==> src/rtl/board_cell_renderer.sv <==
// Game-layer pixel renderer: maps the beam onto the board, fetches cell state and colours each pixel.
// Optional feature: define CURSOR_BLINK_EN to blink the cursor outline every 16 frames.
module board_cell_renderer #(
    parameter int unsigned VGA_WIDTH  = 12,
    parameter int unsigned HMAX       = 800,
    parameter int unsigned VMAX       = 525,
    parameter int unsigned BOARD_X    = 80,
    parameter int unsigned BOARD_Y    = 0,
    parameter int unsigned CELL_SHIFT = 5,
    parameter int unsigned BOARD_N    = 15,
    parameter int unsigned ADDR_W     = 8
) (
    input  logic                 clk_vga,
    input  logic                 reset_n,
    input  logic [VGA_WIDTH-1:0] hdata_i,
    input  logic [VGA_WIDTH-1:0] vdata_i,
    input  logic [3:0]           cursor_row_i,
    input  logic [3:0]           cursor_col_i,
    output logic [ADDR_W-1:0]    cell_addr_o,
    input  logic [7:0]           cell_data_i,
    output logic [7:0]           gen_red,
    output logic [7:0]           gen_green,
    output logic [7:0]           gen_blue,
    output logic                 use_gen
);

    localparam int unsigned EXT_W = VGA_WIDTH + 1;
    localparam int unsigned SIZE  = 1 << CELL_SHIFT;
    localparam int unsigned SPAN  = BOARD_N << CELL_SHIFT;
    localparam int unsigned IDX_W = 4;

    // S0: lookahead target, three pixels ahead of the beam, wrapped to the frame
    logic [EXT_W-1:0]     la_h_c, la_v_c;
    logic [VGA_WIDTH-1:0] t_h, t_v;
    logic                 s0_valid;

    always_comb begin
        la_h_c = EXT_W'(hdata_i) + EXT_W'(3);
        la_v_c = EXT_W'(vdata_i);
        if (la_h_c >= EXT_W'(HMAX)) begin
            la_h_c = la_h_c - EXT_W'(HMAX);
            la_v_c = la_v_c + EXT_W'(1);
        end
        if (la_v_c >= EXT_W'(VMAX)) la_v_c = '0;
    end

    always_ff @(posedge clk_vga or negedge reset_n) begin
        if (!reset_n) begin
            t_h      <= '0;
            t_v      <= '0;
            s0_valid <= 1'b0;
        end else begin
            t_h      <= VGA_WIDTH'(la_h_c);
            t_v      <= VGA_WIDTH'(la_v_c);
            s0_valid <= 1'b1;
        end
    end

    // S1: cell lookup; offsets below the board origin wrap high and fail the span test
    logic [EXT_W-1:0]      dx_c, dy_c;
    logic                  in_board_c;
    logic [IDX_W-1:0]      col_c, row_c;
    logic                  s1_valid, s1_in_board, s1_cursor;
    logic [CELL_SHIFT-1:0] s1_x, s1_y;

    always_comb begin
        dx_c       = EXT_W'(t_h) - EXT_W'(BOARD_X);
        dy_c       = EXT_W'(t_v) - EXT_W'(BOARD_Y);
        in_board_c = (dx_c < EXT_W'(SPAN)) && (dy_c < EXT_W'(SPAN));
        col_c      = IDX_W'(dx_c >> CELL_SHIFT);
        row_c      = IDX_W'(dy_c >> CELL_SHIFT);
    end

    always_ff @(posedge clk_vga or negedge reset_n) begin
        if (!reset_n) begin
            cell_addr_o <= '0;
            s1_valid    <= 1'b0;
            s1_in_board <= 1'b0;
            s1_cursor   <= 1'b0;
            s1_x        <= '0;
            s1_y        <= '0;
        end else begin
            if (in_board_c)
                cell_addr_o <= ADDR_W'(row_c) * ADDR_W'(BOARD_N) + ADDR_W'(col_c);
            s1_valid    <= s0_valid;
            s1_in_board <= in_board_c;
            s1_cursor   <= in_board_c && (row_c == cursor_row_i) && (col_c == cursor_col_i);
            s1_x        <= dx_c[CELL_SHIFT-1:0];
            s1_y        <= dy_c[CELL_SHIFT-1:0];
        end
    end

    logic cursor_vis_c;
`ifdef CURSOR_BLINK_EN
    // Frame counter steps once per frame, when the lookahead target reaches the origin
    logic [4:0] frame_cnt;

    always_ff @(posedge clk_vga or negedge reset_n) begin
        if (!reset_n)
            frame_cnt <= '0;
        else if (s0_valid && (t_h == '0) && (t_v == '0))
            frame_cnt <= frame_cnt + 5'd1;
    end

    assign cursor_vis_c = ~frame_cnt[4];
`else
    assign cursor_vis_c = 1'b1;
`endif

    // S2: colour the pixel from the cell state, first matching rule wins
    logic [2:0]  owner_c;
    logic [1:0]  kind_c;
    logic        fog_c, edge_c, centre_c, show_c;
    logic [23:0] palette_c, rgb_c;
    logic        unused_c;

    assign unused_c = ^cell_data_i[1:0];

    always_comb begin
        owner_c  = cell_data_i[7:5];
        kind_c   = cell_data_i[4:3];
        fog_c    = cell_data_i[2];
        show_c   = s1_valid && s1_in_board;
        edge_c   = (s1_x < CELL_SHIFT'(2)) || (s1_x >= CELL_SHIFT'(SIZE - 2)) ||
                   (s1_y < CELL_SHIFT'(2)) || (s1_y >= CELL_SHIFT'(SIZE - 2));
        centre_c = (s1_x >= CELL_SHIFT'(SIZE / 4)) && (s1_x < CELL_SHIFT'(3 * SIZE / 4)) &&
                   (s1_y >= CELL_SHIFT'(SIZE / 4)) && (s1_y < CELL_SHIFT'(3 * SIZE / 4));
        case (owner_c)
            3'd0:    palette_c = 24'hC0C0C0;
            3'd1:    palette_c = 24'hFF0000;
            3'd2:    palette_c = 24'h0000FF;
            3'd3:    palette_c = 24'h00C000;
            3'd4:    palette_c = 24'h800080;
            3'd5:    palette_c = 24'hFF8000;
            3'd6:    palette_c = 24'h008080;
            default: palette_c = 24'h800000;
        endcase
        if (!show_c)                             rgb_c = 24'h000000;
        else if (cursor_vis_c && s1_cursor && edge_c) rgb_c = 24'hFFFFFF;
        else if ((s1_x == '0) || (s1_y == '0))  rgb_c = 24'h000000;
        else if (fog_c)                          rgb_c = 24'h404040;
        else if (kind_c == 2'd3)                 rgb_c = 24'h808080;
        else if (centre_c && (kind_c == 2'd2))   rgb_c = 24'hFFFFFF;
        else if (centre_c && (kind_c == 2'd1))
            rgb_c = {1'b0, palette_c[23:17], 1'b0, palette_c[15:9], 1'b0, palette_c[7:1]};
        else                                     rgb_c = palette_c;
    end

    always_ff @(posedge clk_vga or negedge reset_n) begin
        if (!reset_n) begin
            gen_red   <= '0;
            gen_green <= '0;
            gen_blue  <= '0;
            use_gen   <= 1'b0;
        end else begin
            gen_red   <= rgb_c[23:16];
            gen_green <= rgb_c[15:8];
            gen_blue  <= rgb_c[7:0];
            use_gen   <= show_c;
        end
    end

endmodule
==> config.mk <==
export PLATFORM = sky130hd
export DESIGN_NAME = board_cell_renderer
export DESIGN_NICKNAME = d
export VERILOG_FILES = /design/src/rtl/board_cell_renderer.sv
export SDC_FILE = /design/constraint.sdc
export NUM_CORES = 1
export LEC_CHECK = 0
export ABC_AREA = 1
export ABC_CLOCK_PERIOD_IN_PS = 4800
export BUFFER_PORTS_ARGS = -buffer_cell sky130_fd_sc_hd__buf_2
export CAP_MARGIN = 20
export CORE_MARGIN = 2
export CORE_UTILIZATION = 56
export DETAILED_ROUTE_END_ITERATION = 12
export PLACE_DENSITY = 0.84
export SYNTH_ARGS = -nofsm -noshare
export SYNTH_HDL_FRONTEND = slang
export SYNTH_SLANG_ARGS = --single-unit
==> constraint.sdc <==
create_clock -name clk_vga -period 4.8 [get_ports clk_vga]
set_input_delay 1.2 -clock clk_vga [delete_from_list [all_inputs] [get_ports clk_vga]]
set_output_delay 1.2 -clock clk_vga [all_outputs]
set_load 0.05 [all_outputs]
==> impl_metrics.toml <==
[run_status]
status = "completed"

[routing]
via_count = 3220
drt_iter0_markers = 158
wl_met2_um = 3800
first_pass_iters = 4
dr.max_layer_used = "met4"
met3_wirelength_um = 357
drc = 0
wl_met1_um = 3200
wl_per_cell_um = 11.5
drt_wl_total_um = 7570
ant_nets = 0
viasPerCell = 4.91

[placement]
io_buffers = 72
hpwl_um = 5980
place_congestion = 0.870
place_ws_ns = 1.04

[grt]
grt_pass1_wl_um = 12800
antenna_found_initial = 0
grt.overflow.total = 0
grt_pass1_vias = 3119
grt_max_degree = 39
track_usage = 0.212

[finish]
register_area_mm2 = 0.00148
multi_input_area_mm2 = 0.00209
final_common_cell = "nand2_1"
syn_to_final_growth_pct = 14.8
n_fill_cell = 558
diodes = 0
nets = 631
final_cell_mix = "99 x nand2_1, 72 x buf_2, 71 x inv_1"
drive_above_1_share = 0.225
fin_util = 0.666

[logic_synthesis]
syn_area_mm2 = 0.00396
synth_largest_area_cell = "dfrtp_1"
yosys.area_share.simple = 0.263
syn_area_per_cell_um2 = 8.15
yosysTopAreaCellShare = 0.373
synth_compound_area_frac = 0.0774
synth.area.top_cells = "dfrtp_1 37%, nand2_1 9.4%, ha_1 8.2%"
synth_xor_area_frac = 0.0641
yosys-mux-area-fraction = 0.00253
ys_warn_count = 0
ys_seq_area_frac = 0.373
synth_top_family_by_area = "simple AND/OR/NAND/NOR gates"
yosys_register_bits = 59
syn_inst = 486
yosysUniqueCellTypes = 42
synth_fa_ha_area_frac = 0.117

[critical_path]
crit_slowest_cell = "fa_1"
startpoint_type = "flip-flop"
required_ns = 5.04
timing.rr.end = "cell_addr_o[6]"
worstPathArrival_ns = 3.92
worstSetupPathType = "reg2reg"
reg2reg_depth = 14
critPathMaxStageDelay_ns = 0.59
endpoint_kind = "flip-flop"
worst-path-max-fanout = 8
crit_chain = "fa_1, inv_1, fa_1, fa_1, inv_1, ha_1, a21oi_1, inv_1, a31oi_1, nor2_1, o21ai_0, nand2_1, xnor2_1, o21ai_0"
reg2reg_from = "t_v[7]"
reg2reg_slack_ns = 1.13

[floorplanning]
row_count = 30
die_y_um = 88.1
core_mm2 = 0.00683
die_x_um = 88.1
dieArea_mm2 = 0.00776
pin_count = 75
initial_core_util = 0.580

[clocking]
tritoncts = "done"
clkLatencyLatePin_ns = 0.34
cts_buffers = 9
clkTransAtPathRegs_ns = 0.06
cts.repair.resized = 0
cts_setup_buffers = 0
cts_root_buf = "clkbuf_8"
cts_hold_buf = 0
clock-sinks = 59
ctsLongestPathBuffers = 2
htreeDepth = 3

[sta]
tightest_slew_ns = 0.539
hold_viol = 0
drv_slew = 0
finalWorstSetupSlack_ns = 1.13
fin_crit_ns = 3.67
setup_violations = 0
period_share = 0.765
grt_setup_unrepaired = "false"
fin_setup_tns_ns = 0
clock_skew_ns = 0.00711
max_freq_mhz = 272
slew_headroom = 0.640

[min_path]
min_from = "s0_valid"
holdPathEnd = "s1_valid"
min_path_type = "reg2reg"
hold_depth = 0

[power_and_ir_drop]
p_per_area_mw_per_mm2 = 309
finalPower_mw = 1.40
ir_worst_vdd_mv = 0.127
p_leak_nw = 2.56

[flow_run]
drv_cap = 0
## cell usage after synthesis
library cell,count
nand2_1,99
inv_1,71
dfrtp_1,59
nor2_1,37
ha_1,26
nand3_1,23
o21ai_0,23
xor2_1,22
a21oi_1,18
nor2_2,13
buf_4,12
nand2_2,9
nor3_1,9
nand3b_1,8
fa_1,7
xnor2_1,7
o21ai_1,5
nor2_4,4
inv_2,3
nand2_4,3
nand4_1,3
buf_6,2
conb_1,2
nor4_1,2
or2_2,2
a211oi_1,1
a21boi_0,1
a31oi_1,1
a41oi_1,1
and2_1,1
and2_4,1
clkbuf_1,1
clkinv_1,1
mux2i_1,1
nand3_2,1
nor2_8,1
nor3b_1,1
o211ai_1,1
o21a_1,1
o21ai_4,1
o22ai_1,1
o311ai_0,1
## power breakdown
part	internal [mW]	switching [mW]	total [mW]
Combinational	0.120	0.259	0.379
Clock	0.280	0.179	0.459
Sequential	0.542	0.0244	0.566
Total	0.942	0.462	1.40
## worst max-delay path: cells and delay by family (launching register included)
kind	cells	cell delay, ns
flops	1	0.52
fa+ha+maj	4	1.92
xor+xnor	1	0.12
compound gates	4	0.70
simple gates	2	0.17
buf+inv	3	0.15
## routing by layer
metal,track usage,vias to the layer above
met3,0.0283,20
met1,0.243,1435
met4,0.109,0
li1,-,1653
met5,0,-
met2,0.386,112
## how the worst max path moves through the flow
| stage | startpoint | endpoint | slack (ns) |
|---|---|---|---|
| floorplan | t_v[7] | cell_addr_o[6] | 1.46 |
| global placement | hdata_i[0] | t_v[0] | 1.12 |
| detailed placement | hdata_i[0] | t_v[0] | 1.04 |
| CTS | t_v[7] | cell_addr_o[6] | 1.15 |
| global route | t_v[7] | cell_addr_o[6] | 0.80 |
| finish | t_v[7] | cell_addr_o[6] | 1.13 |
## per-stage QoR
stage / hold WS, ns / area [um2] / std cells
finish: 0.348 / 4550 / 656
floorplan: 0.331 / 3970 / 487
CTS: 0.349 / 4550 / 656
global placement: 0.334 / 4340 / 641
detailed placement: 0.335 / 4340 / 641
global route: 0.361 / 4550 / 656
## flip-flops by register name (all words and copies together), names as in the netlist
signal       cells
s1_x             5
s1_in_board      1
t_v             12
s0_valid         1
s1_cursor        1
gen_blue         4
use_gen          1
s1_valid         1
cell_addr_o      8
s1_y             5
gen_red          4
gen_green        4
t_h             12
## area by class of cell
type / count / share of cell area
Clock inverter: 3 / 0.0102
Multi-Input combinational cell: 338 / 0.460
Tap cell: 96 / 0.0264
Sequential cell: 59 / 0.325
Clock buffer: 12 / 0.0363
Inverter: 75 / 0.0619
Timing Repair Buffer: 73 / 0.0809
## cells by family (layout without fill, tap and decap cells)
group,Yosys count,count (layout)
and+or+nand+nor,217,217
DFF,59,59
other,2,3
buffers and inverters,90,163
muxes,1,1
xor gates and xnor gates,29,29
adders and majority gates,33,33
AOI/OAI and AO/OA,55,55
Note: power is estimated with default switching activity, not from simulation.
